===== src/rtl/mips_pkg.sv =====
// Shared definitions for the MIPS-style pipeline: default widths and the
// ALU operation encodings carried from decode into execute.
package mips_pkg;

  localparam int DATA_W_DEF = 32;
  localparam int REG_W_DEF  = 5;

  typedef logic [2:0] aluop_t;

  localparam aluop_t ALU_ADD = 3'b000;
  localparam aluop_t ALU_OR  = 3'b001;
  localparam aluop_t ALU_SLT = 3'b010;
  localparam aluop_t ALU_SUB = 3'b011;
  localparam aluop_t ALU_LUI = 3'b100;

endpackage


===== src/rtl/id_ex_stage_fwd_mux.sv =====
// Two-source bypass mux for one ALU source operand. EX/MEM has priority
// over MEM/WB, and register index 0 is never bypassed because it always
// reads as zero in the register file.
module fwd_mux
  import mips_pkg::*;
#(
  parameter int DATA_W = DATA_W_DEF,
  parameter int REG_W  = REG_W_DEF
) (
  input  logic [REG_W-1:0]  src_idx,
  input  logic [DATA_W-1:0] src_val,
  input  logic [REG_W-1:0]  exm_wreg,
  input  logic              exm_regwrite,
  input  logic [DATA_W-1:0] exm_result,
  input  logic [REG_W-1:0]  mwb_wreg,
  input  logic              mwb_regwrite,
  input  logic [DATA_W-1:0] mwb_result,
  output logic [DATA_W-1:0] fwd_val
);

  // Pick the youngest in-flight producer of src_idx, else the register-file value.
  always_comb begin
    fwd_val = src_val;
    if (src_idx != '0) begin
      if (exm_regwrite && (exm_wreg == src_idx)) begin
        fwd_val = exm_result;
      end else if (mwb_regwrite && (mwb_wreg == src_idx)) begin
        fwd_val = mwb_result;
      end
    end
  end

endmodule


===== src/rtl/id_ex_stage.sv =====
// ID/EX pipeline register with operand resolution and hazard stall.
// Build option: define ID_EX_FWD_EN to enable EX/MEM and MEM/WB bypassing.
// Without it, bypass inputs are ignored and the stage stalls on any held
// register-writing producer whose destination matches an incoming source.
//
// Handshake: a transfer on either side happens on a rising edge where
// valid and ready are both 1. in_ready never depends on in_ready itself;
// out_valid is a pure register output. While out_valid=1 and out_ready=0
// every held field is frozen. flush squashes both the held and incoming
// instruction and wins over a capture.
module id_ex_stage
  import mips_pkg::*;
#(
  parameter int DATA_W = DATA_W_DEF,
  parameter int REG_W  = REG_W_DEF
) (
  input  logic              clk,
  input  logic              rst_n,
  input  logic              in_valid,
  output logic              in_ready,
  input  logic [2:0]        in_aluop,
  input  logic [DATA_W-1:0] in_rs_val,
  input  logic [DATA_W-1:0] in_rt_val,
  input  logic [15:0]       in_imm,
  input  logic              in_alusrc,
  input  logic              in_sext,
  input  logic [REG_W-1:0]  in_rs,
  input  logic [REG_W-1:0]  in_rt,
  input  logic [REG_W-1:0]  in_wreg,
  input  logic              in_regwrite,
  input  logic              in_memread,
  input  logic              flush,
  input  logic [REG_W-1:0]  exm_wreg,
  input  logic [REG_W-1:0]  mwb_wreg,
  input  logic              exm_regwrite,
  input  logic              mwb_regwrite,
  input  logic [DATA_W-1:0] exm_result,
  input  logic [DATA_W-1:0] mwb_result,
  input  logic              out_ready,
  output logic              out_valid,
  output logic [2:0]        out_aluop,
  output logic [DATA_W-1:0] out_a,
  output logic [DATA_W-1:0] out_b,
  output logic [DATA_W-1:0] out_store_data,
  output logic [REG_W-1:0]  out_wreg,
  output logic              out_regwrite,
  output logic              out_memread
);

  logic              valid_q;
  aluop_t            aluop_q;
  logic [DATA_W-1:0] rs_val_q;
  logic [DATA_W-1:0] rt_val_q;
  logic [15:0]       imm_q;
  logic              alusrc_q;
  logic              sext_q;
  logic [REG_W-1:0]  rs_q;
  logic [REG_W-1:0]  rt_q;
  logic [REG_W-1:0]  wreg_q;
  logic              regwrite_q;
  logic              memread_q;

  logic              hazard_src;
  logic              src_match;
  logic              load_use;
  logic              capture;
  logic [DATA_W-1:0] a_fwd;
  logic [DATA_W-1:0] rt_fwd;
  logic [DATA_W-1:0] imm_ext;

`ifdef ID_EX_FWD_EN
  // Only a load cannot be bypassed in time.
  assign hazard_src = memread_q;
`else
  // With no bypass network every pending register write is a hazard.
  assign hazard_src = memread_q | regwrite_q;
`endif

  assign src_match = (wreg_q == in_rs) | (wreg_q == in_rt);
  assign load_use  = in_valid & valid_q & hazard_src & (wreg_q != '0) & src_match;
  assign in_ready  = (~valid_q | out_ready) & ~load_use;
  assign capture   = in_valid & in_ready;

  // Pipeline register: flush squashes, capture loads, drain leaves a bubble, else hold.
  always_ff @(posedge clk or negedge rst_n) begin
    if (!rst_n) begin
      valid_q    <= 1'b0;
      aluop_q    <= ALU_ADD;
      rs_val_q   <= '0;
      rt_val_q   <= '0;
      imm_q      <= '0;
      alusrc_q   <= 1'b0;
      sext_q     <= 1'b0;
      rs_q       <= '0;
      rt_q       <= '0;
      wreg_q     <= '0;
      regwrite_q <= 1'b0;
      memread_q  <= 1'b0;
    end else if (flush) begin
      valid_q    <= 1'b0;
      regwrite_q <= 1'b0;
      memread_q  <= 1'b0;
    end else if (capture) begin
      valid_q    <= 1'b1;
      aluop_q    <= in_aluop;
      rs_val_q   <= in_rs_val;
      rt_val_q   <= in_rt_val;
      imm_q      <= in_imm;
      alusrc_q   <= in_alusrc;
      sext_q     <= in_sext;
      rs_q       <= in_rs;
      rt_q       <= in_rt;
      wreg_q     <= in_wreg;
      regwrite_q <= in_regwrite;
      memread_q  <= in_memread;
    end else if (out_ready) begin
      valid_q <= 1'b0;
    end
  end

`ifdef ID_EX_FWD_EN
  fwd_mux #(.DATA_W(DATA_W), .REG_W(REG_W)) u_fwd_rs (
    .src_idx      (rs_q),
    .src_val      (rs_val_q),
    .exm_wreg     (exm_wreg),
    .exm_regwrite (exm_regwrite),
    .exm_result   (exm_result),
    .mwb_wreg     (mwb_wreg),
    .mwb_regwrite (mwb_regwrite),
    .mwb_result   (mwb_result),
    .fwd_val      (a_fwd)
  );

  fwd_mux #(.DATA_W(DATA_W), .REG_W(REG_W)) u_fwd_rt (
    .src_idx      (rt_q),
    .src_val      (rt_val_q),
    .exm_wreg     (exm_wreg),
    .exm_regwrite (exm_regwrite),
    .exm_result   (exm_result),
    .mwb_wreg     (mwb_wreg),
    .mwb_regwrite (mwb_regwrite),
    .mwb_result   (mwb_result),
    .fwd_val      (rt_fwd)
  );
`else
  assign a_fwd  = rs_val_q;
  assign rt_fwd = rt_val_q;

  // Bypass ports and held source indices have no consumer in this build.
  logic unused_bypass;
  assign unused_bypass = ^{exm_wreg, exm_regwrite, exm_result,
                           mwb_wreg, mwb_regwrite, mwb_result, rs_q, rt_q};
`endif

  // lui relies on the same path: the ALU shifts the low 16 bits of out_b.
  assign imm_ext = sext_q ? {{(DATA_W-16){imm_q[15]}}, imm_q}
                          : {{(DATA_W-16){1'b0}}, imm_q};

  assign out_valid      = valid_q;
  assign out_aluop      = aluop_q;
  assign out_a          = a_fwd;
  assign out_b          = alusrc_q ? imm_ext : rt_fwd;
  assign out_store_data = rt_fwd;
  assign out_wreg       = wreg_q;
  assign out_regwrite   = valid_q & regwrite_q;
  assign out_memread    = valid_q & memread_q;

endmodule


===== config.mk =====
export PLATFORM = sky130hd
export DESIGN_NAME = id_ex_stage
export DESIGN_NICKNAME = d
export VERILOG_FILES = /design/src/rtl/mips_pkg.sv /design/src/rtl/id_ex_stage_fwd_mux.sv /design/src/rtl/id_ex_stage.sv
export SDC_FILE = /design/constraint.sdc
export NUM_CORES = 1
export LEC_CHECK = 0
export CAP_MARGIN = 20
export CORE_ASPECT_RATIO = 0.6
export CORE_MARGIN = 2
export CORE_UTILIZATION = 30
export DETAILED_ROUTE_END_ITERATION = 8
export PLACE_DENSITY = 0.7
export SYNTH_ARGS = -nofsm -noshare
export SYNTH_HDL_FRONTEND = slang
export SYNTH_SLANG_ARGS = --single-unit

===== constraint.sdc =====
create_clock -name clk -period 2 [get_ports clk]
set_input_delay 0.4 -clock clk [delete_from_list [all_inputs] [get_ports clk]]
set_output_delay 0.4 -clock clk [all_outputs]
set_load 0.02 [all_outputs]

==> results.cfg <==
[floorplanning]
die_w_um = 154
dieHeight_um = 94.0
std_cell_rows = 32
die_area_um2 = 14500
core_um2 = 13000
initial_core_util = 0.311
io_pins = 291

[critical_path]
r2r_end = out_store_data[13]$_DFFE_PN0P_
critPathCapture = out_store_data[13]$_DFFE_PN0P_
crit_path_end_kind = flop
arrival_ps = 2380
path_cells = nor3_4 -> a21oi_2 -> buf_4 -> a2111oi_4 -> buf_6 -> buf_6 -> buf_8 -> mux2_4
r2r-start = out_wreg[0]$_DFFE_PN0P_
critPathMaxFanout = 7
worst_path_most_repeated_cell = buf_6
reg2reg_slack_ps = -160
slowest_stage = dfrtp_2
critPathMaxStageDelay_ps = 450
critPathKind = reg2reg
ff2ff_path_depth = 8
cp-startpoint = out_wreg[0]$_DFFE_PN0P_
cp.required_ps = 2220
worstSetupStartpointType = flop

[cts]
clk_latency_ps = 340
htree_levels = 3
cts_root_buf = clkbuf_16
path_clk_slew_ps = 70
cts.path.max_buffers = 2
clock-sinks = 93
cts_tree = built
cts_buffers = 9

[pwr]
power_mw = 6.90
power_frac_seq = 0.355
swShare = 0.304
peakVddDrop_uv = 391
switchingPower_mw = 2.10
combPwrFrac = 0.365
p_per_area_nw_per_um2 = 947
p_leak_nw = 3.26
power.share.clock = 0.280
p_int_mw = 4.80

[timing]
setup-violations-final = 91
fin_crit_ps = 2160
finClkSkew_ps = 8.90
rsz0062_at_grt = yes
final.setup.tns_ps = -9590
fin_crit_sh = 1.08
layout_setup_ws_ps = -161
worst_slew_pin_slew_ps = 466
fmax_ghz = 0.463
hold_violations = 0
max_slew_margin = 0.689
drv_slew = 0

[drt]
dr.first_iter.drc_count = 135
via_per_inst = 4.53
route.vias.total = 3201
drc = 0
final_antenna_net_count = 0
drt-total-wl_um = 12300
firstDrtPassIters = 4
wl_per_cell_um = 17.4

[synthesis]
synth_fa_ha_area_frac = 0
synth_cells = 280
synth-xor-area-share = 0.0216
synth_top_family_by_area = multiplexers
ys_seq_elements = 93
synth_area_um2 = 4050
synth_warnings = 0
synth_compound_area_frac = 0.0396
synth_seq_area_share = 0.575
syn_avg_cell_area_um2 = 14.5
synthMuxAreaShare = 0.300
yosysUniqueCellTypes = 22
synthSimpleGateAreaFrac = 0.0185
syn_nets = 463

[flow_run]
cap_violations = 0

[global_routing]
grt_max_degree = 52
grt-ovfl-total = 0
grt_pass1_wl_um = 18600
track_usage = 0.166
grt_pass1_vias = 3484
grt_antenna_before_repair = 0

[final_layout]
diodes = 0
final_area_um2 = 7290
fin_nets = 714
layout-drive-gt1-share = 0.369
area_delta_synth_final_pct = 80.0
final_util = 0.560

[run_status]
run_status = finished, violations left
violations = negative setup slack

[placement]
place_congestion = 0.862
dpl.hpwl_um = 8550
place.port_buffers = 214
placed_area_um2 = 6550

[worst_hold_path]
hold_class = in2async
-- layer usage --
metal | GRT usage | up-vias | wire (um)
met5 | 0 | - | 0
met4 | 0.0350 | 0 | 89
met3 | 0.0706 | 8 | 1160
met2 | 0.260 | 141 | 5380
met1 | 0.214 | 1581 | 5630
li1 | - | 1471 | -
-- cells in the final DEF, fill, tap and decap left out, types with 2 or more instances in the layout --
master,synthesis,routed
clkdlybuf4s50_1,0,174
dfrtp_1,93,87
mux2_4,0,54
mux2_2,89,40
buf_4,0,19
inv_1,17,17
o21ai_0,16,16
buf_2,0,16
clkbuf_2,0,13
mux2_1,17,12
clkbuf_16,0,12
buf_12,0,8
buf_6,9,7
xnor2_1,10,6
dfrtp_2,0,6
dlymetal6s2s_1,0,6
xnor2_2,0,4
nand2b_1,4,4
nand3_1,3,3
clkbuf_8,0,3
buf_8,0,3
nand2_2,0,2
a21oi_2,0,2
and2_1,2,2
mux2i_1,2,2
bufinv_16,0,2
clkdlybuf4s15_1,0,2
-- sequential cells by signal, indices dropped and copies added, names as in the netlist --
register / cells
sext_q: 1
imm_q: 16
out_aluop: 3
alusrc_q: 1
out_a: 32
out_valid: 1
out_wreg: 5
out_store_data: 32
regwrite_q: 1
memread_q: 1
-- stage by stage --
step	setup WS, ps	instances	hold slack (ps)
final	-161	706	426
after global routing	-266	706	443
after CTS	-172	701	432
after detailed placement	-500	674	250
after global placement	-456	674	245
after floorplan	-190	280	104
-- worst max-delay path, delay by kind of cell (launching register included) --
family	cells	cell delay, ps
buffers and inverters	4	620
AOI/OAI and AO/OA	2	470
DFF	1	450
muxes	1	300
and+or+nand+nor	1	200
-- timing repair --
action | CTS | global route
hold buffers | 1 | 0
endpoints found under the setup margin | 123 | 123
setup buffers | 7 | 4
gates cloned | 3 | 3
pin swaps | 4 | 8
gates resized for setup | 122 | 91
endpoints found under the hold margin | 9 | 0
-- cells by family (layout without fill, tap and decap cells) --
| family | Yosys count | after routing |
|---|---|---|
| xor gates and xnor gates | 10 | 10 |
| muxes | 108 | 108 |
| and+or+nand+nor | 14 | 14 |
| buffers and inverters | 31 | 287 |
| DFF | 93 | 93 |
| AOI/OAI and AO/OA | 24 | 24 |
-- worst min path at each step --
stage | from | end | slack (ps) | cells past startpoint
detailed placement | rst_n | out_a[8]$_DFFE_PN0P_ | 250 | 1
CTS | rst_n | out_a[8]$_DFFE_PN0P_ | 430 | 2
global route | rst_n | out_a[8]$_DFFE_PN0P_ | 440 | 2
floorplan | rst_n | alusrc_q$_DFFE_PN0P_ | 100 | 0
finish | rst_n | out_a[8]$_DFFE_PN0P_ | 430 | 2
global placement | rst_n | out_a[16]$_DFFE_PN0P_ | 250 | 1
-- area by class of cell --
| type | instances | area (um2) |
|---|---|---|
| sequential | 93 | 2330 |
| multi-input combinational | 156 | 1800 |
| timing repair buffer | 254 | 2530 |
| clock buffer | 12 | 267 |
| inverter | 17 | 63.8 |
| clock inverter | 4 | 77.6 |
| tap | 170 | 213 |
| fill | 1078 | 5730 |
-- power groups by stage --
stage               Combinational, mW  Clock [mW]  Sequential [mW]
floorplan                       0.825           0             2.73
global placement                 2.38           0             2.44
detailed placement               2.41           0             2.46
CTS                              2.50        2.00             2.43
global route                     2.66        2.07             2.49
finish                           2.52        1.93             2.45
-- synthesized netlist by cell type --
cell type / count / area [um2]
buf_6: 9 / 101
nor3_1: 1 / 5.00
inv_1: 17 / 63.8
mux2i_1: 2 / 20.0
xnor2_1: 10 / 87.6
dfrtp_1: 93 / 2330
nand2b_1: 4 / 25.0
a211oi_1: 1 / 7.51
nand2_1: 2 / 7.51
nand3_1: 3 / 15.0
and2_1: 2 / 12.5
mux2_2: 89 / 1000
o22ai_2: 1 / 12.5
o21ba_2: 1 / 10.0
a21oi_1: 3 / 15.0
o211ai_1: 1 / 7.51
nor2b_1: 1 / 6.26
nor2_1: 1 / 3.75
o21ai_0: 16 / 80.1
clkbuf_1: 5 / 18.8
mux2_1: 17 / 191
a2111oi_4: 1 / 27.5
Note: power is estimated with default switching activity, not from simulation.
==> variant 1: new RTL, same flow settings <==
The option `ID_EX_FWD_EN` is turned on by a define.
--- a/src/rtl/id_ex_stage.sv
+++ b/src/rtl/id_ex_stage.sv
@@ -9,4 +9,6 @@
 // every held field is frozen. flush squashes both the held and incoming
 // instruction and wins over a capture.
+`define ID_EX_FWD_EN
+
 module id_ex_stage
   import mips_pkg::*;
Formal check against the unedited RTL: not equivalent (a bounded check fails within 4 cycles, from zero or initial values and one cycle with rst_n low).
==> variant 1 against the original RTL <==
  * The flow still finishes with violations (setup timing)
  * Final cell count up 100%
  * Routed wire length rose to 2.8 times the old value
  * Total power up 55%
  * Sequential share of layout area is 14 points lower
  * Combinational power grew 140%
  * Worst setup slack worse by 760 ps
  * Sequential cell count up 10
  * Synthesized area is 76% higher
  * Design area rose by 96%
  * Worst hold slack better by 39 ps
  * Utilization grew 5.6 points
  * Global-route usage up 8.5 points
  * Largest power group unchanged
==> variant 1: results (changes against the original RTL) <==
metric	value	unit	change
r2r_slack	-470	ps	-310 ps
ys_types	48		+120%
fillers	1843		+71%
grt_start_max_net_pins	51		-1.9%
routed.top_layer	met5		
r2r-end	rt_val_q[17]$_DFFE_PN0P_		
multi_input_area_share	0.394		+0.147
insertion_delay	370	ps	+30 ps
seq_cells	103		+11%
drive_gt1_frac	0.524		+0.155
clock_skew	10.0	ps	+1.10 ps
route.met2.wl	15000	um	+180%
inverters	62		+45
buf_share	0.359		+0.0116
route.met3.wl	3320	um	+190%
synth_area_leaders	dfrtp_1 (36%), mux2_4 (21%), o221ai_1 (3.9%)		
antenna-diode-count	3		+3
dpl_cell_area	12100	um2	+85%
fin_setup_tns	-115190	ps	-105,600 ps
cp_slowest_cell	or4_4		
ys_seq_area_frac	0.362		-0.213
gp_congestion	0.885		+2.7%
nets	1284		+80%
status	finished with violations		
synth_commonest_cells	dfrtp_1 (103), mux2_4 (100), inv_1 (62), nand2_1 (56), clkbuf_1 (37)		
routedWlPerCell	24.2	um	+39%
antenna_found_initial	6		+6
path_max_fanout	8		+1
via_per_inst	5.36		+18%
violations	setup timing		
wl_met1	15300	um	+170%
arrival	2520	ps	+140 ps
postSynthCellCount	667		+140%
timing.final.ws_setup	-925	ps	-764 ps
cp_slowest_stage_delay	550	ps	+100 ps
synth_nets	850		+84%
dp_cells	1347		+100%
seq_share	0.181		-0.140
dpl.hpwl	23500	um	+170%
multi_input_gates	442		+180%
setup_viol	198		+120%
startpoint	rt_q[4]$_DFFE_PN0P_		
num-clock-buffers	10		-2
coreArea	23200	um2	+78%
[variant 1: per-layer routing]
layer / vias up / track usage
met5: - / 0
met3: 63 / 0.0743
met4: 6 / 0.0643
met2: 443 / 0.374
li1: 3377 / -
met1: 3740 / 0.353
[variant 1: report_power, final]
group	total [mW]	switching, mW	internal [mW]
clock	1.89	0.876	1.01
sequential	2.78	0.328	2.45
combinational	6.02	2.68	3.34
[variant 1: timing repair]
action / in CTS / in global routing
endpoints found under the hold margin: 14 / 0
cloned: 3 / 13
setup buffers: 31 / 22
resized for setup: 549 / 198
hold buffers: 1 / 0
setup endpoints to repair: 198 / 199
pin swaps: 21 / 62
[variant 1: cells by family (layout without fill, tap and decap cells)]
group / count (synthesis) / after routing / synth area share
compound gates: 171 / 171 / 0.194
simple gates: 137 / 137 / 0.101
mux: 104 / 104 / 0.216
flops: 103 / 103 / 0.362
xor+xnor: 30 / 30 / 0.0369
buf+inv: 122 / 561 / 0.0908
other cells: 0 / 3 / 0
[variant 1: worst max-delay path: cells and delay by family, from the launching register on]
kind,cells,cell delay [ps]
simple gates,2,830
buf+inv,3,460
compound gates,2,410
flops,1,460
[variant 1: per-stage QoR]
| step | setup WS [ps] | util | total power [mW] | hold slack, ps |
|---|---|---|---|---|
| 6_report | -925 | 0.616 | 10.7 | 465 |
| 5_1_grt | -989 | 0.616 | 11.1 | 474 |
| 4_1_cts | -964 | 0.567 | 10.0 | 457 |
| 3_5_place_dp | -1540 | 0.523 | 7.91 | 304 |
| 3_3_place_gp | -1480 | 0.523 | 7.85 | 304 |
| 2_1_floorplan | -370 | - | 5.64 | 104 |
==> variant 2: new RTL, same settings <==
Without the edit above. Make the reset (`rst_n`) synchronous in one clocked block.
--- a/src/rtl/id_ex_stage.sv
+++ b/src/rtl/id_ex_stage.sv
@@ -83,5 +83,5 @@
 
   // Pipeline register: flush squashes, capture loads, drain leaves a bubble, else hold.
-  always_ff @(posedge clk or negedge rst_n) begin
+  always_ff @(posedge clk) begin
     if (!rst_n) begin
       valid_q    <= 1'b0;
Function: differs if rst_n is asserted again (counterexample within 4 cycles, from zero or initial values and one cycle with rst_n low); with rst_n held inactive, the same outputs for 4 cycles.
==> variant 2 against the original RTL <==
  * Worst setup slack improved by 230 ps
  * Routed wire length rose by 0.67%
  * Synthesized area rose by 6.5%
  * Design area fell by 4.8%
  * Global-route usage fell by 0.60 points
  * Non-clock buffer count fell by 21
  * Register-to-register slack improved by 380 ps
  * Sequential cell count did not move
Power is not compared: it rests on default switching activity, and its combinational part moved more than twofold at a synthesized area within 25%.
==> variant 2: results (changes against the original RTL) <==
metric	value	unit	change
critPathKind	reg2out		
dpl_cell_area	6610	um2	+0.97%
routedWlPerCell	13.9	um	-20%
hp-class	reg2reg		
dp_cells	873		+30%
clock_cell_area_share	0.0442		-0.00301
tap_cells	192		+13%
grt_start_max_net_pins	64		+23%
num-clock-buffers	9		-3
arrival	1530	ps	-850 ps
async_flop_share	0		-1.00
drive_gt1_frac	0.0860		-0.283
fin_util	0.501		-0.0587
fillers	1265		+17%
buf_share	0.339		-0.00868
startpoint	alusrc_q$_SDFFE_PN0P_		
multi_input_gates	339		+120%
r2r-end	imm_q[12]$_SDFFE_PN0P_		
multi_input_area	2110	um2	+17%
track_usage	0.160		-0.00603
seq_share	0.269		-0.0512
finalCritPeriodShare	0.963		-0.117
path_max_fanout	16		+9
r2r_slack	220	ps	+380 ps
n_all_buffers	233		-8.3%
via_count	3879		+21%
nets	876		+23%
cp-endpoint	out_b[6]		
dpl.hpwl	9170	um	+7.3%
pre_cts_slack	-339	ps	+161 ps
ys_seq_area_frac	0.432		-0.143
reg2reg_from	out_wreg[0]$_SDFFE_PN0P_		
synthFlopType	dfxtp_1		
worst_pin_slew	526	ps	+59.8 ps
first_global_vias	4040		+16%
first_pass_iters	5		+1
grt_pass1_wl	20200	um	+8.5%
synth_area_leaders	dfxtp_1 (43%), mux2i_1 (21%), nand2_1 (16%)		
gp_congestion	0.803		-6.8%
synth_nets	667		+44%
status	completed		
synth_commonest_cells	nand2_1 (187), dfxtp_1 (93), mux2i_1 (92), clkbuf_1 (25), inv_1 (17)		
clock_skew	7.73	ps	-1.17 ps
syn_area_per_cell	8.90	um2	-38%
==> variant 2: cell count changes in the layout (fill, tap and decap cells not counted), moves of 6 or more <==
| cell | unedited run | this run |
|---|---|---|
| mux2_4 | 54 | 0 |
| dfrtp_2 | 6 | 0 |
| buf_2 | 16 | 0 |
| dlygate4sd2_1 | 1 | 21 |
| mux2_2 | 40 | 16 |
| clkdlybuf4s15_1 | 2 | 11 |
| nand2_1 | 0 | 187 |
| mux2i_1 | 2 | 92 |
| dfrtp_1 | 87 | 0 |
| dfxtp_1 | 0 | 91 |
| mux2_1 | 12 | 0 |
| buf_6 | 7 | 1 |
| clkbuf_2 | 13 | 0 |
| buf_4 | 19 | 13 |
==> variant 2: worst min path at each step <==
| stage | from | to | slack, ps |
|---|---|---|---|
| global route | out_a[15]$_SDFFE_PN0P_ | out_a[15]$_SDFFE_PN0P_ | 470 |
| CTS | out_a[15]$_SDFFE_PN0P_ | out_a[15]$_SDFFE_PN0P_ | 460 |
| global placement | imm_q[1]$_SDFFE_PN0P_ | imm_q[1]$_SDFFE_PN0P_ | 440 |
| finish | out_a[15]$_SDFFE_PN0P_ | out_a[15]$_SDFFE_PN0P_ | 460 |
| floorplan | imm_q[0]$_SDFFE_PN0P_ | imm_q[0]$_SDFFE_PN0P_ | 430 |
| detailed placement | out_a[19]$_SDFFE_PN0P_ | out_a[19]$_SDFFE_PN0P_ | 450 |
==> variant 2: cells by family (layout without fill, tap and decap cells) <==
group | count (synthesis) | count (layout) | synth area share
AND/OR/NAND/NOR | 197 | 197 | 0.176
AO/OA/AOI/OAI | 24 | 24 | 0.0331
flip-flops | 93 | 93 | 0.432
XOR/XNOR | 10 | 10 | 0.0203
buffers and inverters | 52 | 266 | 0.0830
multiplexers | 108 | 108 | 0.256
==> variant 2: power by group through the flow <==
stage	registers (mW)	clock network (mW)	logic [mW]
2_1_floorplan	2.14	0	0.396
3_3_place_gp	2.05	0	0.957
3_5_place_dp	2.06	0	0.970
4_1_cts	2.02	1.82	0.948
5_1_grt	2.03	1.90	1.02
6_report	2.02	1.75	0.948
==> variant 2: worst max-delay path: stages, from the launching register on <==
cell and delay (ps):
dfxtp_4 370, buf_12 150, mux2_2 340, dlygate4sd2_1 320
==> variant 2: routing by layer <==
layer,track usage,up-vias,part of all wire
met2,0.259,135,0.44
met3,0.0635,9,0.079
met5,0,-,0
met4,0.0353,0,0.0093
met1,0.200,1760,0.47
li1,-,1975,-
==> variant 2: what timing repair did <==
item | in CTS | in global routing
pin swaps | 0 | 4
setup buffers | 0 | 1
gates cloned | 0 | 0
gates resized for setup | 38 | 17
endpoints found under the setup margin | 33 | 22
